## src/rtl/addr8s_fault_monitor_if.sv

```systemverilog
// Bus between the operand sequencer/campaign controller (master) and the adder fault monitor (slave).
// The first-mismatch capture fields exist only when ADDR8S_MON_FIRST_FAIL_EN is defined.
`default_nettype none

interface addr8s_fault_monitor_if #(
   parameter int CNT_W   = 16,
   parameter int LIMIT_W = 16
);
   logic               start;
   logic               clear;
   logic [LIMIT_W-1:0] run_len;
   logic               in_valid;
   logic               in_ready;
   logic [7:0]         a;
   logic [7:0]         b;
   logic [8:0]         dut_sum;
   logic               res_valid;
   logic               res_mismatch;
   logic [8:0]         res_syndrome;
   logic [CNT_W-1:0]   vec_count;
   logic [CNT_W-1:0]   err_count;
   logic [8:0]         bit_err_mask;
   logic               busy;
   logic               done;
`ifdef ADDR8S_MON_FIRST_FAIL_EN
   logic               ff_valid;
   logic [7:0]         ff_a;
   logic [7:0]         ff_b;
   logic [8:0]         ff_sum;
   logic [CNT_W-1:0]   ff_index;

   modport master (
      output start, clear, run_len, in_valid, a, b, dut_sum,
      input  in_ready, res_valid, res_mismatch, res_syndrome,
      input  vec_count, err_count, bit_err_mask, busy, done,
      input  ff_valid, ff_a, ff_b, ff_sum, ff_index
   );

   modport slave (
      input  start, clear, run_len, in_valid, a, b, dut_sum,
      output in_ready, res_valid, res_mismatch, res_syndrome,
      output vec_count, err_count, bit_err_mask, busy, done,
      output ff_valid, ff_a, ff_b, ff_sum, ff_index
   );
`else
   modport master (
      output start, clear, run_len, in_valid, a, b, dut_sum,
      input  in_ready, res_valid, res_mismatch, res_syndrome,
      input  vec_count, err_count, bit_err_mask, busy, done
   );

   modport slave (
      input  start, clear, run_len, in_valid, a, b, dut_sum,
      output in_ready, res_valid, res_mismatch, res_syndrome,
      output vec_count, err_count, bit_err_mask, busy, done
   );
`endif
endinterface

`default_nettype wire

```

## src/rtl/addr8s_fault_monitor.sv

```systemverilog
// Two-stage checker for the 8-bit signed adder: golden compare plus run statistics.
// Optional first-mismatch capture enabled by defining ADDR8S_MON_FIRST_FAIL_EN.
`default_nettype none

module addr8s_fault_monitor #(
   parameter int CNT_W   = 16,
   parameter int LIMIT_W = 16
) (
   input  wire logic               clk,
   input  wire logic               rst,
   addr8s_fault_monitor_if.slave   mon
);

   localparam logic [1:0] S_IDLE  = 2'd0;
   localparam logic [1:0] S_RUN   = 2'd1;
   localparam logic [1:0] S_DRAIN = 2'd2;
   localparam logic [1:0] S_DONE  = 2'd3;

   logic [1:0]         state_q, state_d;
   logic [LIMIT_W-1:0] run_len_q, run_len_d;
   logic [LIMIT_W-1:0] acc_q, acc_d;

   logic               s1_valid_q;
   logic [7:0]         s1_a_q, s1_b_q;
   logic [8:0]         s1_sum_q;

   logic               res_valid_q;
   logic               res_mismatch_q;
   logic [8:0]         res_syndrome_q;

   logic [CNT_W-1:0]   vec_count_q, vec_count_d;
   logic [CNT_W-1:0]   err_count_q, err_count_d;
   logic [8:0]         mask_q, mask_d;

   logic               w_in_ready;
   logic               w_busy;
   logic               w_done;
   logic               w_xfer;
   logic               w_start_ok;
   logic               w_clear_ok;
   logic               w_last_accept;
   logic [8:0]         w_golden;
   logic [8:0]         w_syn;
   logic               w_mis;

   assign w_xfer        = mon.in_valid & w_in_ready;
   assign w_start_ok    = mon.start & ((state_q == S_IDLE) | (state_q == S_DONE));
   assign w_clear_ok    = mon.clear & ~mon.start & ((state_q == S_IDLE) | (state_q == S_DONE));
   assign w_last_accept = w_xfer & ((acc_q + LIMIT_W'(1)) == run_len_q);

   // Sign-extending to 9 bits makes the golden sum exact for every operand pair.
   assign w_golden = {s1_a_q[7], s1_a_q} + {s1_b_q[7], s1_b_q};
   assign w_syn    = s1_sum_q ^ w_golden;
   assign w_mis    = |w_syn;

   always_ff @(posedge clk) begin
      if (rst) begin
         state_q <= S_IDLE;
      end else begin
         state_q <= state_d;
      end
   end

   always_comb begin
      state_d = state_q;
      case (state_q)
         S_IDLE: begin
            if (mon.start) begin
               state_d = (mon.run_len == '0) ? S_DONE : S_RUN;
            end
         end
         S_RUN: begin
            if (w_last_accept) begin
               state_d = S_DRAIN;
            end
         end
         S_DRAIN: begin
            if (!s1_valid_q && !res_valid_q) begin
               state_d = S_DONE;
            end
         end
         S_DONE: begin
            if (mon.start) begin
               state_d = (mon.run_len == '0) ? S_DONE : S_RUN;
            end else if (mon.clear) begin
               state_d = S_IDLE;
            end
         end
         default: state_d = S_IDLE;
      endcase
   end

   always_comb begin
      w_in_ready = (state_q == S_RUN) && (acc_q < run_len_q);
      w_busy     = (state_q == S_RUN) || (state_q == S_DRAIN);
      w_done     = (state_q == S_DONE);
   end

   always_comb begin
      run_len_d = run_len_q;
      acc_d     = acc_q;
      if (w_start_ok) begin
         run_len_d = mon.run_len;
         acc_d     = '0;
      end else if (w_xfer) begin
         acc_d = acc_q + LIMIT_W'(1);
      end
   end

   always_ff @(posedge clk) begin
      if (rst) begin
         run_len_q <= '0;
         acc_q     <= '0;
      end else begin
         run_len_q <= run_len_d;
         acc_q     <= acc_d;
      end
   end

   always_ff @(posedge clk) begin
      if (rst) begin
         s1_valid_q     <= 1'b0;
         s1_a_q         <= '0;
         s1_b_q         <= '0;
         s1_sum_q       <= '0;
         res_valid_q    <= 1'b0;
         res_mismatch_q <= 1'b0;
         res_syndrome_q <= '0;
      end else begin
         s1_valid_q <= w_xfer;
         if (w_xfer) begin
            s1_a_q   <= mon.a;
            s1_b_q   <= mon.b;
            s1_sum_q <= mon.dut_sum;
         end
         res_valid_q    <= s1_valid_q;
         res_mismatch_q <= s1_valid_q & w_mis;
         res_syndrome_q <= s1_valid_q ? w_syn : 9'd0;
      end
   end

   // Statistics advance on the same edge that launches res_valid for the vector.
   always_comb begin
      vec_count_d = vec_count_q;
      err_count_d = err_count_q;
      mask_d      = mask_q;
      if (w_start_ok || w_clear_ok) begin
         vec_count_d = '0;
         err_count_d = '0;
         mask_d      = '0;
      end else if (s1_valid_q) begin
         if (!(&vec_count_q)) begin
            vec_count_d = vec_count_q + CNT_W'(1);
         end
         if (w_mis && !(&err_count_q)) begin
            err_count_d = err_count_q + CNT_W'(1);
         end
         mask_d = mask_q | w_syn;
      end
   end

   always_ff @(posedge clk) begin
      if (rst) begin
         vec_count_q <= '0;
         err_count_q <= '0;
         mask_q      <= '0;
      end else begin
         vec_count_q <= vec_count_d;
         err_count_q <= err_count_d;
         mask_q      <= mask_d;
      end
   end

`ifdef ADDR8S_MON_FIRST_FAIL_EN
   logic               ff_valid_q, ff_valid_d;
   logic [7:0]         ff_a_q, ff_a_d;
   logic [7:0]         ff_b_q, ff_b_d;
   logic [8:0]         ff_sum_q, ff_sum_d;
   logic [CNT_W-1:0]   ff_index_q, ff_index_d;

   always_comb begin
      ff_valid_d = ff_valid_q;
      ff_a_d     = ff_a_q;
      ff_b_d     = ff_b_q;
      ff_sum_d   = ff_sum_q;
      ff_index_d = ff_index_q;
      if (mon.start || w_clear_ok) begin
         ff_valid_d = 1'b0;
         ff_a_d     = '0;
         ff_b_d     = '0;
         ff_sum_d   = '0;
         ff_index_d = '0;
      end else if (s1_valid_q && w_mis && !ff_valid_q) begin
         ff_valid_d = 1'b1;
         ff_a_d     = s1_a_q;
         ff_b_d     = s1_b_q;
         ff_sum_d   = s1_sum_q;
         ff_index_d = vec_count_q;
      end
   end

   always_ff @(posedge clk) begin
      if (rst) begin
         ff_valid_q <= 1'b0;
         ff_a_q     <= '0;
         ff_b_q     <= '0;
         ff_sum_q   <= '0;
         ff_index_q <= '0;
      end else begin
         ff_valid_q <= ff_valid_d;
         ff_a_q     <= ff_a_d;
         ff_b_q     <= ff_b_d;
         ff_sum_q   <= ff_sum_d;
         ff_index_q <= ff_index_d;
      end
   end

   assign mon.ff_valid = ff_valid_q;
   assign mon.ff_a     = ff_a_q;
   assign mon.ff_b     = ff_b_q;
   assign mon.ff_sum   = ff_sum_q;
   assign mon.ff_index = ff_index_q;
`else
`endif

   assign mon.in_ready     = w_in_ready;
   assign mon.res_valid    = res_valid_q;
   assign mon.res_mismatch = res_mismatch_q;
   assign mon.res_syndrome = res_syndrome_q;
   assign mon.vec_count    = vec_count_q;
   assign mon.err_count    = err_count_q;
   assign mon.bit_err_mask = mask_q;
   assign mon.busy         = w_busy;
   assign mon.done         = w_done;

endmodule

`default_nettype wire

```

## src/flat_wrapper.sv

```systemverilog
// flat-port wrapper written by rule: the top's interface ports become plain ports
module addr8s_fault_monitor_flat 
#(
   parameter int CNT_W   = 16,
   parameter int LIMIT_W = 16
)
  (clk, rst, mon_start, mon_clear, mon_run_len, mon_in_valid, mon_a, mon_b, mon_dut_sum, mon_in_ready, mon_res_valid, mon_res_mismatch, mon_res_syndrome, mon_vec_count, mon_err_count, mon_bit_err_mask, mon_busy, mon_done);
  addr8s_fault_monitor_if #(.CNT_W(CNT_W), .LIMIT_W(LIMIT_W)) mon_i ();
  input  wire logic clk;
  input  wire logic rst;
  input wire logic [$bits(mon_i.start)-1:0] mon_start;
  input wire logic [$bits(mon_i.clear)-1:0] mon_clear;
  input wire logic [$bits(mon_i.run_len)-1:0] mon_run_len;
  input wire logic [$bits(mon_i.in_valid)-1:0] mon_in_valid;
  input wire logic [$bits(mon_i.a)-1:0] mon_a;
  input wire logic [$bits(mon_i.b)-1:0] mon_b;
  input wire logic [$bits(mon_i.dut_sum)-1:0] mon_dut_sum;
  output wire logic [$bits(mon_i.in_ready)-1:0] mon_in_ready;
  output wire logic [$bits(mon_i.res_valid)-1:0] mon_res_valid;
  output wire logic [$bits(mon_i.res_mismatch)-1:0] mon_res_mismatch;
  output wire logic [$bits(mon_i.res_syndrome)-1:0] mon_res_syndrome;
  output wire logic [$bits(mon_i.vec_count)-1:0] mon_vec_count;
  output wire logic [$bits(mon_i.err_count)-1:0] mon_err_count;
  output wire logic [$bits(mon_i.bit_err_mask)-1:0] mon_bit_err_mask;
  output wire logic [$bits(mon_i.busy)-1:0] mon_busy;
  output wire logic [$bits(mon_i.done)-1:0] mon_done;
  assign mon_i.start = mon_start;
  assign mon_i.clear = mon_clear;
  assign mon_i.run_len = mon_run_len;
  assign mon_i.in_valid = mon_in_valid;
  assign mon_i.a = mon_a;
  assign mon_i.b = mon_b;
  assign mon_i.dut_sum = mon_dut_sum;
  assign mon_in_ready = mon_i.in_ready;
  assign mon_res_valid = mon_i.res_valid;
  assign mon_res_mismatch = mon_i.res_mismatch;
  assign mon_res_syndrome = mon_i.res_syndrome;
  assign mon_vec_count = mon_i.vec_count;
  assign mon_err_count = mon_i.err_count;
  assign mon_bit_err_mask = mon_i.bit_err_mask;
  assign mon_busy = mon_i.busy;
  assign mon_done = mon_i.done;
  addr8s_fault_monitor #(.CNT_W(CNT_W), .LIMIT_W(LIMIT_W)) u_core (.clk(clk), .rst(rst), .mon(mon_i));
endmodule
```

## config.mk

```make
export PLATFORM = sky130hd
export DESIGN_NAME = addr8s_fault_monitor_flat
export DESIGN_NICKNAME = d
export VERILOG_FILES = /design/src/rtl/addr8s_fault_monitor_if.sv /design/src/rtl/addr8s_fault_monitor.sv /design/src/flat_wrapper.sv
export SDC_FILE = /design/constraint.sdc
export NUM_CORES = 1
export LEC_CHECK = 0
export CAP_MARGIN = 20
export CORE_ASPECT_RATIO = 1.75
export CORE_UTILIZATION = 45
export CTS_BUF_LIST = sky130_fd_sc_hd__clkbuf_4 sky130_fd_sc_hd__clkbuf_8
export DETAILED_ROUTE_END_ITERATION = 10
export PLACE_DENSITY = 0.73
export SLEW_MARGIN = 25
export SYNTH_ARGS = -nofsm -noshare
export SYNTH_HDL_FRONTEND = slang
export SYNTH_SLANG_ARGS = --single-unit
```

## constraint.sdc

```tcl
create_clock -name clk -period 2.6 [get_ports clk]
set_input_delay 0.52 -clock clk [delete_from_list [all_inputs] [get_ports clk]]
set_output_delay 0.52 -clock clk [all_outputs]
set_load 0.1 [all_outputs]
```

==> results of run 1 <==
[metrics by stage]
step	setup slack (ns)	instance area, µm²	hold WS [ns]
3_5_place_dp	-0.1313	7248	0.4516
2_1_floorplan	0.01095	5799	0.4400
3_3_place_gp	-0.03526	7248	0.4473
4_1_cts	-0.07963	7700	0.4678
5_1_grt	-0.1702	8054	0.4950
6_report	-0.1163	8054	0.4673
[worst register-to-register path, cell delays in order (launching register included)]
cell and delay [ns]:
dfxtp_2 0.35, buf_4 0.15, ha_4 0.16, buf_6 0.12, and3_4 0.19, and2_4 0.15, xnor2_2 0.14, or3_4 0.39
nor4_4 0.30, a41oi_2 0.17, or3_1 0.39, a21oi_2 0.14
[timing repair]
item / 4_1_cts / 5_1_grt
pin swaps: 11 / 30
endpoints found under the setup margin: 26 / 54
gates cloned: 1 / 0
resized for setup: 36 / 56
buffers inserted: 9 / 6
[flip-flops by register name, summed over array words and instances, names as in the netlist]
| signal | cells |
|---|---|
| u_core.mon.res_valid | 1 |
| u_core.mon.vec_count | 16 |
| u_core.s1_valid_q | 1 |
| u_core.s1_sum_q | 9 |
| u_core.s1_b_q | 8 |
| u_core.acc_q | 16 |
| u_core.s1_a_q | 8 |
| u_core.mon.bit_err_mask | 9 |
| u_core.mon.res_syndrome | 9 |
| u_core.mon.res_mismatch | 1 |
| u_core.mon.err_count | 16 |
| u_core.run_len_q | 16 |
| u_core.state_q | 2 |
[layout by cell type, fill, tap and decap left out, types with 18 or more instances in the layout]
master	count
ha_1	26
xor2_1	31
clkdlybuf4s50_1	45
a21oi_1	60
xnor2_1	24
buf_4	127
dfxtp_1	93
nor2_1	63
nand3_1	28
dfxtp_2	18
inv_1	31
nand2_1	107
[layer usage]
layer / up-vias / wire (µm)
met5: - / 0
met4: 0 / 1141
met3: 66 / 590
met2: 209 / 9830
met1: 2680 / 5881
li1: 2707 / -
[layout make-up]
| type | count | area (µm²) |
|---|---|---|
| fillers | 1019 | 4446 |
| multi-input cells | 521 | 3719 |
| flip-flops and latches | 112 | 2268 |
| repair buffers | 181 | 1514 |
| well taps | 168 | 210.2 |
| clock buffers | 11 | 151.4 |
| inverters | 33 | 123.9 |
| clock inverters | 5 | 67.56 |
[final timing paths]
path	start	end	slack (ns)	cells after the start
min	u_core.s1_a_q[2]	u_core.s1_a_q[2]	0.47	2
max	u_core.run_len_q[12]	mon_in_ready	-0.12	8
min reg2reg	u_core.s1_a_q[2]	u_core.s1_a_q[2]	0.47	2
max reg2reg	u_core.acc_q[1]	u_core.state_q[0]	-0.09	11
[where the power goes]
part	leakage (µW)	internal, µW	switching [µW]
registers	0.000916	1860	110
logic	0.00213	1100	1500
clock network	0.000113	516	641
total	0.00316	3470	2250
[cell families (layout without fill, tap and decap cells)]
logic type	Yosys count	after routing	synth area share, %
mux	5	5	0.9077
fa+ha+maj	33	33	7.262
compound gates	123	123	13.42
simple gates	297	298	25.65
xor+xnor	62	62	9.380
buf+inv	63	230	4.647
flops	112	112	38.73
==> metrics.md, run 1 <==
| Metric | Value |
|---|---|
| CTS Root Cell | clkbuf_8 |
| GRT Util Overall | 26.18% |
| Vias per inst | 5.492 |
| CTS tree | done |
| Met1 usage in global routing | 24.43% |
| Outcome | finished, violations left |
| Peak supply drop | 0.0004822 V |
| PortBufs | 100 |
| Worst path slowest cell | dfxtp_1 |
| Top_reg_cell synth | dfxtp_1 |
| CP Cell Sequence | inv_1, ha_1, nand3_1, or2_2, a31oi_1, buf_4, nor2_4, buf_12 |
| Syn Inst Count | 695 |
| Cells after DPL | 1,000 |
| Setup_tns | -0.2749 ns |
| Max Clk Rate | about 370 MHz |
| Ports | 101 |
| Area delta synth->final | 39.12% |
| Non-filler cells, final | 1,031 |
| Hold Path Class | flip-flop to flip-flop |
| Std-Cell Rows | 54 |
| Overflow after GRT | 0 |
| Routed WL | 17.44 mm |
| Grt met2 use | 49.83% |
| Worst-path maximum fanout | 3 |
| Synth area leader | dfxtp_1 |
| Syn_area_per_cell | around 8.3 µm² |
| # H-tree levels | 3 |
| RSZ-0062 raised after global routing | true |
| Mapped Area | 5789 µm² |
| Final Hold Viols | 0 |
| Initial antenna violation count | 0 |
| Later-pin clock latency in the skew report | 0.39 ns |
| Final WS setup | -0.1163 ns |
| Fin crit share | 104.5% |
| Die W | 87.74 µm |
| Yosys cell types | 67 |
| Lkg Pwr | 0.003158 µW |
| GP Congestion | 0.9747 |
| Max incr delay on CP | 0.35 ns |
| Initial drt markers | 263 |
| Least-Margin Pin Slew | 0.7902 ns |
| Pwr Density | 709.6 nW/µm² |
| Clk sinks | ~110 |
| Crit path max-delay family | simple AND/OR/NAND/NOR gates |
| Ys async rst share | 0% |
| Vias in the first global route | 5,696 |
| DR pass1 iterations | 4 |
| Post-CTS Hold Buffers | 0 |
| DR vias | 5,662 |
| Total Nets Final | 937 |
| Die H | approximately 150 µm |
| Post-synthesis sequential area ratio | 38.73% |
| Top cells by count, synth | dfxtp_1, nand2_1, a21oi_1, nor2_1 |
| Number of nets still failing antenna checks after routing | 0 |
| Max Root-Sink Buffers | 2 |
| WP data arrival | 2.20 ns |
| Ant diodes | 0 |
| CP endpoint kind | output port |
| CTS clock-pin slew for the worst setup and hold paths | 0.11 ns |
| Worst Skew | 0.008181 ns |
| First-pass GRT wire length | 27.01 mm |
| Initial Util | 46.32% |
| Die Area | 13,340 µm² |
| Post-synthesis register bit count | 112 |
| WL/cell | between 15 and 20 µm |
| Rel. slew slack | 47.13% |
| Largest net degree at the start of global routing | 28 |
| DRC viols | 0 |
| Failing checks | negative setup slack |
| Setup Crit Path Kind | flip-flop to output port |
| CP required | 2.08 ns |
| Ranking of synthesized cells by area | dfxtp_1, nand2_1, ha_1 |
| Max-cap violations | 0 |
| Final min period | 2.716 ns |
| Total core area | 12,500 µm² |
| Worst setup SP type | flip-flop |
| Worst path buffer plus inverter count | 3 |
| Yosys warning total | 0 |
| Fin. max-slew vios | 0 |
| Layout cells sized above 1 | around 29% |
| Area share of the largest cell type after synthesis | 38.73% |
| Syn nets | 774 |
| Top-count cell post-synth | dfxtp_1 |
| Final setup vio count | 4 |
| GRT met3 Usage | 2.553% |
| Util after Layout | 64.43% |
| Post-synth EDFFs | 0 |
| Number of CTS-inserted buffers | 9 |
| Total power | about 5700 µW |
| GRT busiest layer | met2 |
| HPWL after detailed placement | 13.22 mm |
Note: power is estimated with default switching activity, not from simulation.
==> run 2, diff against run 1 <==
Settings changed: HOLD_SLACK_MARGIN set to 0.1.
==> results of run 2 <==
No change in the layout: final DEF, timing and power equal those of run 1.
==> RTL edit (config.mk and constraints of run 1) <==
Take the reset off `res_syndrome_q` and load it in a clocked block of its own.
--- a/src/rtl/addr8s_fault_monitor.sv
+++ b/src/rtl/addr8s_fault_monitor.sv
@@ -125,7 +125,6 @@
          s1_sum_q       <= '0;
          res_valid_q    <= 1'b0;
          res_mismatch_q <= 1'b0;
-         res_syndrome_q <= '0;
       end else begin
          s1_valid_q <= w_xfer;
          if (w_xfer) begin
@@ -135,8 +134,11 @@
          end
          res_valid_q    <= s1_valid_q;
          res_mismatch_q <= s1_valid_q & w_mis;
-         res_syndrome_q <= s1_valid_q ? w_syn : 9'd0;
-      end
+      end
+   end
+
+   always_ff @(posedge clk) begin
+      res_syndrome_q <= s1_valid_q ? w_syn : 9'd0;
    end
 
    // Statistics advance on the same edge that launches res_valid for the vector.
Formal check against the unedited RTL: differs if rst is asserted again (counterexample within 4 cycles, from zero or initial values and one cycle with rst high); with rst held inactive, the same outputs for 10 cycles.
==> RTL edit against run 1 <==
  * Non-clock buffer count is 33 lower
  * Via count down 6.9%
  * The flow still finishes with violations (negative setup slack)
  * Sequential cell count is the same
  * Register-to-register slack worse by 0.03 ns
  * Design area down 6.4%
  * Synthesized area increased by 0.39%
  * Critical endpoint is now u_core.mon.err_count[10]
  * Power shrank 3.8%
  * Setup slack lost 0.0025 ns
  * Highest routed layer unchanged
  * Routed wire length shrank 7.7%
  * Largest cell class unchanged
==> RTL edit: results (changes against run 1) <==
Status
  – Status: finished, violations left
  – Failing checks: negative setup slack

Timing
  – Final Hold Viols: 0 (unchanged)
  – Post-route setup slack: -0.119 ns (-0.00253 ns)
  – Setup_tns: -1.16 ns (-0.885 ns)
  – # setup viols final: 16 (+12)
  – Worst Tran Pin Value: 0.514 ns (-0.276 ns)
  – Final clock skew: 0.0147 ns (+0.00654 ns)

Detailed routing
  – DRC errors left: 0 (unchanged)
  – DR pass1 iterations: 5 (+1)
  – Final WL: 16.1 mm (-7.7%)
  – Vias post-DR: 5,269 (-6.9%)
  – Initial DRC Count: 187 (-29%)
  – Vias per cell: 5.39 (-1.9%)

Synth
  – YS warnings: 0 (unchanged)
  – Synth Area in XOR/XNOR: 9.17% (-0.21 points)
  – Syn_nets: 758 (-2.1%)
  – Post-synthesis mux area share: 4.99% (+4.1 points)
  – Yosys cell types: 61 (-9.0%)
  – Synth Area in Compound Gates: 13.2% (-0.22 points)
  – Sequential fraction of the synthesis area: 38.6% (-0.15 points)
  – Top post-synthesis cells by count: dfxtp_1, nor2_1, nand2_1, a21oi_1, xnor2_1
  – Synthesized-area fraction occupied by adder cells: 7.23% (-0.028 points)
  – Synth Area per Inst: 8.56 µm² (+2.8%)
  – Synth area leaders: dfxtp_1, ha_1, xnor2_1
  – FFs w/ async S/R, synth: 0% (unchanged)

Cells and area
  – # nets final: 884 (-5.7%)
  – Share of cells above drive strength 1: 23.0% (-6.0 points)
  – Antenna Cells: 0 (unchanged)
  – # fillers: 1,077 (+5.7%)

Placed design
  – Buffers on Ports: 100 (unchanged)
  – GP Congestion: 0.950 (-2.5%)
  – Placed Cells: 957 (-4.3%)
  – DP HPWL: 12.4 mm (-6.3%)

Clock tree
  – Latest clock arrival within the worst-skew pair: 0.38 ns
  – CTS Buf Count: 9 (unchanged)
  – Reg clk slew, reported paths: 0.12 ns

Setup path
  – Largest fanout on the critical path: 21 (+18)
  – R2r worst-path depth: 10 (-1)
  – Slowest cell on crit path: or4_4
  – Worst Setup SP: u_core.s1_b_q[4]
  – Worst path max stage delay: 0.58 ns (+0.23 ns)
  – Crit path to: u_core.mon.err_count[10]

Worst hold path
  – Hold Path Depth: 1 (-1)
  – Worst Hold Path EP: u_core.mon.bit_err_mask[3]
  – Hold Startpoint: u_core.mon.bit_err_mask[3]

GRT
  – Initial antenna violation count: 0 (unchanged)
  – First-pass GRT wire length: 25.2 mm (-6.5%)
  – GRT Overall Usage: 24.3% (-1.9 points)
  – Largest net degree at the start of global routing: 33 (+18%)

Pwr
  – Leak pwr: 3.10 nW (-1.7%)
  – VDD IR max: 0.000388 V (-19%)
-- RTL edit: cell types whose count changed in the layout (fill, tap and decap cells not counted), moves of 11 or more --
| cell | change |
|---|---|
| buf_4 | -28 |
| mux2i_1 | +26 |
| xnor2_1 | +11 |
| a21oi_1 | -20 |
| nor3_1 | +12 |
| nand2_1 | -42 |
| nor2_1 | +15 |
-- RTL edit: final cells by class --
| class | instances | area share, % |
|---|---|---|
| multi-input combinational | 503 | 45.9 |
| clock inverter | 7 | 1.18 |
| sequential | 112 | 30.3 |
| timing repair buffer | 148 | 16.7 |
| inverter | 31 | 1.54 |
| tap | 168 | 2.79 |
| clock buffer | 9 | 1.64 |
-- RTL edit: metrics by stage --
step | area, µm² | worst slack, ns | power [mW] | utilization (%) | hold WS (ns)
floorplan | 5870 | -0.0545 | 3.63 | - | 0.440
global placement | 7150 | -0.0827 | 4.25 | 57.2 | 0.454
detailed placement | 7150 | -0.232 | 4.31 | 57.2 | 0.456
CTS | 7430 | -0.144 | 5.46 | 59.4 | 0.484
global route | 7530 | -0.275 | 5.79 | 60.3 | 0.492
finish | 7530 | -0.119 | 5.50 | 60.3 | 0.480
-- RTL edit: where the power goes --
part	total (mW)	internal [mW]	switching, mW
clock network	1.11	0.466	0.645
logic	2.35	0.973	1.38
registers	2.03	1.89	0.143
total	5.50	3.33	2.17
-- RTL edit: layer usage --
layer	share of wire [%]	routed length (µm)	track usage, %
met1	35	5660	23.5
met3	4.1	656	4.23
met5	0	0	0
met2	57	9220	47.1
met4	3.5	561	11.9
-- RTL edit: repair_timing --
action,CTS,global route
setup buffers,3,2
hold endpoints to repair,0,0
endpoints found under the setup margin,17,18
gates resized for setup,17,27
hold buffers,0,0
pin swaps,10,5
